==> config.mk <==
export PLATFORM = sky130hd
export DESIGN_NAME = rc_ladder_iir_flat
export DESIGN_NICKNAME = d
export VERILOG_FILES = /design/src/rtl/rc_ladder_iir_if.sv /design/src/rtl/rc_ladder_iir.sv /design/src/flat_wrapper.sv
export SDC_FILE = /design/constraint.sdc
export NUM_CORES = 1
export LEC_CHECK = 0
export BUFFER_PORTS_ARGS = -buffer_cell sky130_fd_sc_hd__buf_2
export CAP_MARGIN = 15
export CORE_MARGIN = 5
export CORE_UTILIZATION = 40
export CTS_BUF_LIST = sky130_fd_sc_hd__clkbuf_8 sky130_fd_sc_hd__clkbuf_16
export DETAILED_ROUTE_END_ITERATION = 10
export GPL_TIMING_DRIVEN = 0
export RECOVER_POWER = 100
export SETUP_SLACK_MARGIN = 0.1
export SKIP_LAST_GASP = 1
export SYNTH_ARGS = -nofsm -noshare
export SYNTH_HDL_FRONTEND = slang
export SYNTH_SLANG_ARGS = --single-unit
==> constraint.sdc <==
create_clock -name clk -period 17.4 [get_ports clk]
set_input_delay 3.48 -clock clk [delete_from_list [all_inputs] [get_ports clk]]
set_output_delay 3.48 -clock clk [all_outputs]
set_load 0.005 [all_outputs]
==> src/rtl/rc_ladder_iir_if.sv <==
// Sample-stream interface for rc_ladder_iir.
//   in_valid/in_ready/in_data : input sample handshake (source -> filter)
//   k_shift                   : time-constant shift, qualified by the input accept
//   out_valid/out_ready/out_data : filtered sample handshake (filter -> sink)
// slave = filter side, master = source/sink side.
interface rc_ladder_iir_if #(
  parameter int DATA_W  = 16,
  parameter int SHIFT_W = 4
);
  logic                      in_valid;
  logic                      in_ready;
  logic signed [DATA_W-1:0]  in_data;
  logic        [SHIFT_W-1:0] k_shift;
  logic                      out_valid;
  logic                      out_ready;
  logic signed [DATA_W-1:0]  out_data;

  modport slave (
    input  in_valid, in_data, k_shift, out_ready,
    output in_ready, out_valid, out_data
  );

  modport master (
    output in_valid, in_data, k_shift, out_ready,
    input  in_ready, out_valid, out_data
  );
endinterface

==> src/rtl/rc_ladder_iir.sv <==
// Cascaded first-order low-pass (digital RC ladder). Each of STAGES sections
// applies y += (x - y) >>> k; one shared adder/shifter evaluates one section
// per clock, feeding each section's new state into the next.
// Ports:
//   clk, rst_n : clock, asynchronous active-low reset
//   clear      : zero all section states (only acted on while idle)
//   busy       : high whenever a sample is in flight or waiting at the output
//   bus        : sample in/out handshakes and k_shift (rc_ladder_iir_if.slave)
//
// state | meaning
// IDLE  | waiting for a sample; clear is honoured here
// CALC  | updating section idx, one section per clock
// OUT   | result presented on out_data until out_ready
module rc_ladder_iir #(
  parameter int DATA_W  = 16,
  parameter int STAGES  = 2,
  parameter int GUARD   = 4,
  parameter int SHIFT_W = 4
) (
  input  logic clk,
  input  logic rst_n,
  input  logic clear,
  output logic busy,
  rc_ladder_iir_if.slave bus
);
  localparam int ACC_W = DATA_W + GUARD;
  localparam int IDX_W = (STAGES > 1) ? $clog2(STAGES) : 1;
  localparam logic [IDX_W-1:0]     LAST = IDX_W'(STAGES - 1);
  localparam logic signed [ACC_W:0] HALF = (ACC_W+1)'(1) << (GUARD - 1);
  localparam logic signed [ACC_W:0] MAXV = (ACC_W+1)'((2**(DATA_W-1)) - 1);
  localparam logic signed [ACC_W:0] MINV = (ACC_W+1)'(-(2**(DATA_W-1)));

  typedef enum logic [1:0] {IDLE, CALC, OUT} state_t;

  state_t                   state;
  logic signed [ACC_W-1:0]  s [STAGES];
  logic signed [ACC_W-1:0]  x;
  logic        [IDX_W-1:0]  idx;
  logic        [SHIFT_W-1:0] k_lat;

  logic signed [ACC_W-1:0]  cur;
  logic signed [ACC_W:0]    diff;
  logic signed [ACC_W:0]    step;
  logic signed [ACC_W:0]    nv_w;
  logic signed [ACC_W:0]    rnd;
  logic signed [ACC_W:0]    sh;
  logic signed [DATA_W-1:0] sat;

  // Shared datapath. The new state is a convex combination of x and s[idx],
  // so nv_w always fits ACC_W; the extra bit only protects the subtraction.
  always_comb begin
    cur  = s[idx];
    diff = {x[ACC_W-1], x} - {cur[ACC_W-1], cur};
    step = diff >>> k_lat;
    nv_w = {cur[ACC_W-1], cur} + step;
    rnd  = nv_w + HALF;
    sh   = rnd >>> GUARD;
    sat  = sh[DATA_W-1:0];
    if (sh > MAXV)      sat = {1'b0, {(DATA_W-1){1'b1}}};
    else if (sh < MINV) sat = {1'b1, {(DATA_W-1){1'b0}}};
  end

  assign bus.in_ready = rst_n && (state == IDLE) && !clear;
  assign busy         = (state != IDLE);

  always_ff @(posedge clk or negedge rst_n) begin
    if (!rst_n) begin
      state         <= IDLE;
      for (int i = 0; i < STAGES; i++) s[i] <= '0;
      x             <= '0;
      idx           <= '0;
      k_lat         <= '0;
      bus.out_valid <= 1'b0;
      bus.out_data  <= '0;
    end else begin
      case (state)
        IDLE: begin
          if (clear) begin
            for (int i = 0; i < STAGES; i++) s[i] <= '0;
          end else if (bus.in_valid) begin
            x     <= {bus.in_data, {GUARD{1'b0}}};
            k_lat <= bus.k_shift;
            idx   <= '0;
            state <= CALC;
          end
        end
        CALC: begin
          s[idx] <= nv_w[ACC_W-1:0];
          x      <= nv_w[ACC_W-1:0];
          if (idx == LAST) begin
            state         <= OUT;
            bus.out_valid <= 1'b1;
            bus.out_data  <= sat;
          end else begin
            idx <= idx + 1'b1;
          end
        end
        OUT: begin
          if (bus.out_ready) begin
            bus.out_valid <= 1'b0;
            state         <= IDLE;
          end
        end
        default: state <= IDLE;
      endcase
    end
  end
endmodule
==> src/flat_wrapper.sv <==
// flat-port wrapper written by rule: the top's interface ports become plain ports
module rc_ladder_iir_flat 
#(
  parameter int DATA_W  = 16,
  parameter int STAGES  = 2,
  parameter int GUARD   = 4,
  parameter int SHIFT_W = 4
)
  (clk, rst_n, clear, busy, bus_in_valid, bus_in_data, bus_k_shift, bus_out_ready, bus_in_ready, bus_out_valid, bus_out_data);
  rc_ladder_iir_if #(.DATA_W(DATA_W), .SHIFT_W(SHIFT_W)) bus_i ();
  input  logic clk;
  input  logic rst_n;
  input  logic clear;
  output logic busy;
  input wire logic [$bits(bus_i.in_valid)-1:0] bus_in_valid;
  input wire logic [$bits(bus_i.in_data)-1:0] bus_in_data;
  input wire logic [$bits(bus_i.k_shift)-1:0] bus_k_shift;
  input wire logic [$bits(bus_i.out_ready)-1:0] bus_out_ready;
  output wire logic [$bits(bus_i.in_ready)-1:0] bus_in_ready;
  output wire logic [$bits(bus_i.out_valid)-1:0] bus_out_valid;
  output wire logic [$bits(bus_i.out_data)-1:0] bus_out_data;
  assign bus_i.in_valid = bus_in_valid;
  assign bus_i.in_data = bus_in_data;
  assign bus_i.k_shift = bus_k_shift;
  assign bus_i.out_ready = bus_out_ready;
  assign bus_in_ready = bus_i.in_ready;
  assign bus_out_valid = bus_i.out_valid;
  assign bus_out_data = bus_i.out_data;
  rc_ladder_iir #(.DATA_W(DATA_W), .STAGES(STAGES), .GUARD(GUARD), .SHIFT_W(SHIFT_W)) u_core (.clk(clk), .rst_n(rst_n), .clear(clear), .busy(busy), .bus(bus_i));
endmodule
Yosys cells after proc, flatten, opt, wreduce, memory -nomap -nowiden. Index checks and enable logic that the tools add are counted.

Add/sub/neg operators: 4. $mul: 0. Div/mod/pow operators: 0. $lt $le $gt $ge: 4. Eq/ne operators: 7. Shift operators: 1. Muxes and demuxes: 25. Bitwise gates (word level): 2. Reduce and logical (&&, ||, !) cells: 14.

Operators by type and width (count): $mux W20 (6); $pmux W40 S2 (1); $bwmux W40 (1); $mux W40 (1); $pmux W20 S2 (1); $mux W16 (2); $add A21 B21 Y21 (1); $add A21 B5 Y21 const B (1); $sshr A21 B4 Y21 (1); $sub A20 B20 Y21 (1); $demux W20 S1 (1); $gt A17 B16 Y1 const B (1); $lt A17 B16 Y1 const B (1); $reduce_and A3 Y1 (3); $mux W2 (4); $ne A2 B2 Y1 const B (4); $pmux W2 S3 (1); $reduce_bool A2 Y1 (3); $mux W1 (5); $pmux W1 S2 (2); $reduce_and A2 Y1 (2); $reduce_and A4 Y1 (1); $logic_and A1 B1 Y1 (3); $eq A2 B1 Y1 const B (1); other kinds (9) (9).

Bits in registers: 84. Latch bits: 0. RAM bits: 0. ROM bits: 0. Input bits: 25. Output and inout port bits: 19. Logic and storage cells: 65. Memories: 0.

Depth between registers and ports, before layout.
Word-level depth: 11. Depth in mapped cells: 30. Gate-level depth less buffers: 27.

Worst setup path before layout. No wires, ideal clock.

Path kind: input-to-output. Start: input clear. End: output bus_in_ready. Arrival: 3686 ps. Required time: 13920 ps. Setup slack: 10234 ps. Stages: 1. Path buffers: 0. Path through: nor3b_1.

Cells in the longest elaborated chain, start to end: 2.

Ends and longest elaborated chain: from (decl) (line flat_wrapper.sv:13) `input logic clear;`; $logic_not A1 Y1 (line rc_ladder_iir.sv:63) `assign bus.in_ready = rst_n && (state == IDLE) && !clear;`; $logic_and A1 B1 Y1 (line rc_ladder_iir.sv:63); to (decl) (line flat_wrapper.sv:19) `output wire logic [$bits(bus_i.in_ready)-1:0] bus_in_ready;`.

No other way between the ends.

Final worst setup path.
Start: input rst_n. End: output bus_in_ready.

Cells in the longest elaborated chain, start to end: 2.

Ends and longest elaborated chain: from (decl) (line flat_wrapper.sv:12) `input logic rst_n;`; $logic_and A1 B1 Y1 (2 in a row) (line rc_ladder_iir.sv:63).

No other way between the ends.

==> results.md <==
* Port Buf Inserts at 43
* Clock Tree Buf Depth at 2
* Wire length of the first global-routing pass at 34160 µm
* Final period utilization at 0.6220
* TritonCTS clock tree: done
* R2r worst-path depth at 26
* Unrepaired setup endpoints after global routing: no
* Synth Flop Type: sky130_fd_sc_hd__dfrtp_1
* Number of buffers created by CTS at 9
* Root buffer selected by CTS: sky130_fd_sc_hd__clkbuf_16
* Maximum fanout along the worst path at 70
* Cells after synthesis at 816
* Post-layout minimum cycle time at 10820 ps
* Number of different library cells in the post-synthesis netlist at 88
* Count of final hold-check violations at 0
* Layout Skew at 11.95 ps
* # diodes at 0
* Share of synthesized flip-flops with an asynchronous set or reset at 1.000
* Setup crit start kind: input pin
* Detailed-route wire length per cell at 19.45 µm
* Core region area at 17960 µm²
* Timing startpoint of the critical path: rst_n
* Peak clock frequency supported by timing at 92.40 MHz
* Class of the most critical setup path: input pin to primary output
* Fin. max-slew vios at 82
* Die Span X at 145.1 µm
* Data required time at the worst endpoint at 13920 ps
* Count of filler cells inserted in the layout at 1835
* Class of the worst hold path: register to register
* H-tree levels at 3
* Vertical die dimension at 145.1 µm
* Dominant cells by area after synthesis: sky130_fd_sc_hd__dfrtp_1 29%, sky130_fd_sc_hd__mux2i_1 9.9%, sky130_fd_sc_hd__ha_1 7.2%
* Num ports at 44
* Total of cells resized after clock tree synthesis at 0
* Count leader, synth: sky130_fd_sc_hd__nand2_1
* Count of max-cap constraint violations at 2
* Detailed placer's ending HPWL at 16770 µm
* Number of rows created at floorplan at 49
* Library cell with the largest summed area after synthesis: sky130_fd_sc_hd__dfrtp_1
* Mapped cell area at 7298 µm²
* Router iterations before antenna repair at 5
* Setup-violating endpoint count in the final report at 0
* Final-stage net count at 940
* Final weighted congestion of routability-driven global placement at 0.8950
* Area of the die at 21050 µm²
* Ratio of routed vias to standard cells at 5.777
* Post-Place Setup Slack at 8834 ps
* Detailed Route Iter0 Violations at 447
* Result of the run: finished with violations
* Core utilization of the finished layout at 0.4428
* Sequential element share of the synthesized area at 0.2880
* Post-route insts no fill at 1103
* Start of the worst register-to-register path: u_core.idx
* Fraction of layout instances using a drive strength above 1 at 0.09497
* Via count at 6372
* Vias in the first global route at 6205
* Clock insertion delay at the later pin of the skew report at 360 ps
* Setup slack of the worst register-to-register path at 8040 ps
* Violated checks: max-capacitance violations, max-slew violations
* Post-synth EDFFs at 0
* PnR worst setup slack at 6577 ps
* Number of antenna violations at the first check in global routing at 0
* Largest net degree at the start of global routing at 71
* GRT overflow at 0
* CP endpoint: bus_in_ready
* Drc violations at 0
* CP endpoint kind: primary output
* Number of nets in the synthesized netlist at 885
* Synth-to-layout area growth at 8.983%
* Residual antenna-violating net count after detailed routing at 0
* Post-CTS setup buffers at 0
* Most used standard cells in the synthesized netlist: 86 x sky130_fd_sc_hd__nand2_1, 84 x sky130_fd_sc_hd__dfrtp_1, 72 x sky130_fd_sc_hd__mux2i_1, 58 x sky130_fd_sc_hd__o21ai_0, 57 x sky130_fd_sc_hd__a21oi_1
* CTS clock-pin slew for the worst setup and hold paths at 60 ps
* Total Routed Length at 21450 µm
* Synth Area per Inst at 8.944 µm²
* Initial standard-cell utilization of the core at 0.4063
* TNS Setup at 0 ps
* Normalized max-slew margin at -1.452
* Total global routing track utilization at 0.2003
* Hold buffer count at CTS at 0
* Slew at the pin closest to its max-slew limit at 3679 ps
* Data arrival time of the critical path at 7340 ps
* Warning count from the yosys run at 0
* CTS sink count at 84
* Placed Cells incl. Taps at 1089
* Capture point of the worst reg-to-reg path: u_core.bus.out_data[10]
* Share of Yosys cell area claimed by the top area cell type at 0.2880
* Synthesized flop and latch total at 84
sequential cells by signal, summed over array words and instances, names as in the netlist:
name / count
u_core.x: 20
u_core.s: 40
u_core.idx: 1
u_core.bus.out_valid: 1
u_core.bus.out_data: 16
u_core.k_lat: 4
u_core.state: 2
layer usage:
metal  up-vias  global-route usage  part of all wire
li1       3101                   -                 -
met3        22             0.03305             0.042
met2       177              0.3213              0.45
met4         0             0.03871             0.016
met5         -                   0                 0
met1      3072              0.2878              0.49
logic make-up (layout without fill, tap and decap cells):
kind of cell / count (synthesis) / in the layout / share of synthesized area
fa+ha+maj: 45 / 45 / 0.07903
buf+inv: 85 / 143 / 0.04680
flops: 84 / 84 / 0.2880
xor+xnor: 45 / 45 / 0.06172
simple gates: 225 / 225 / 0.1569
mux: 85 / 85 / 0.1296
compound gates: 247 / 247 / 0.2380
final cells by class:
type	instances	area (µm²)	area share
Tap cell	229	286.5	0.03602
Sequential cell	84	2102	0.2643
Buffer	49	196.4	0.02470
Clock buffer	10	239.0	0.03005
Multi-Input combinational cell	647	4722	0.5937
Clock inverter	4	73.82	0.009281
Timing Repair Buffer	44	198.9	0.02501
Inverter	36	135.1	0.01699
worst min-delay path by stage:
stage	from	end	slack, ps	cells past startpoint
2_1_floorplan	u_core.s[21]	u_core.s[21]	450	2
3_3_place_gp	u_core.s[28]	u_core.s[28]	460	2
3_5_place_dp	u_core.bus.out_data[8]	u_core.bus.out_data[8]	470	2
4_1_cts	u_core.s[34]	u_core.s[34]	480	2
5_1_grt	u_core.s[39]	u_core.s[39]	510	2
6_report	u_core.s[34]	u_core.s[34]	480	2
stage by stage:
stage | instance area (µm²) | hold WS (ps)
final | 7954 | 481.9
after floorplan | 7298 | 449.2
after detailed placement | 7830 | 470.0
after CTS | 8143 | 483.9
after global routing | 7954 | 510.9
after global placement | 7800 | 462.5
worst max-delay path, stage by stage:
cell                       delay [ps]
sky130_fd_sc_hd__clkbuf_1         660
sky130_fd_sc_hd__clkbuf_1        2630
sky130_fd_sc_hd__nor3b_1          340
sky130_fd_sc_hd__clkbuf_1         130
cells in the final DEF, fill, tap and decap left out, types with 4 or more instances in the layout:
cell,netlist,layout
sky130_fd_sc_hd__o311ai_0,4,6
sky130_fd_sc_hd__mux2_2,6,6
sky130_fd_sc_hd__a21o_1,13,13
sky130_fd_sc_hd__buf_1,8,7
sky130_fd_sc_hd__nor3b_1,4,4
sky130_fd_sc_hd__nand3_1,16,17
sky130_fd_sc_hd__and3_1,5,5
sky130_fd_sc_hd__xnor2_1,16,19
sky130_fd_sc_hd__nor3_1,5,5
sky130_fd_sc_hd__a22o_1,32,32
sky130_fd_sc_hd__buf_2,9,34
sky130_fd_sc_hd__nand2_1,86,86
sky130_fd_sc_hd__a21boi_0,3,4
sky130_fd_sc_hd__nand3b_1,5,5
sky130_fd_sc_hd__a21oi_1,57,59
sky130_fd_sc_hd__o21ai_0,58,59
sky130_fd_sc_hd__o211ai_1,11,13
sky130_fd_sc_hd__clkbuf_16,0,9
sky130_fd_sc_hd__a211oi_1,6,7
sky130_fd_sc_hd__o21a_1,6,6
sky130_fd_sc_hd__mux2i_1,72,72
sky130_fd_sc_hd__clkbuf_1,29,51
sky130_fd_sc_hd__inv_1,36,36
sky130_fd_sc_hd__nand2b_1,9,9
sky130_fd_sc_hd__ha_1,42,42
sky130_fd_sc_hd__xor2_1,23,24
sky130_fd_sc_hd__mux4_2,7,7
sky130_fd_sc_hd__o31ai_1,11,11
sky130_fd_sc_hd__dfrtp_1,84,84
sky130_fd_sc_hd__nor2_1,45,46
sky130_fd_sc_hd__nand4_1,3,4
sky130_fd_sc_hd__nor2b_1,10,10
sky130_fd_sc_hd__and2_1,9,7
sky130_fd_sc_hd__nor4_1,2,4
Power is not shown: default switching activity piles up to over one toggle a cycle in this logic, so the estimate is an artifact.
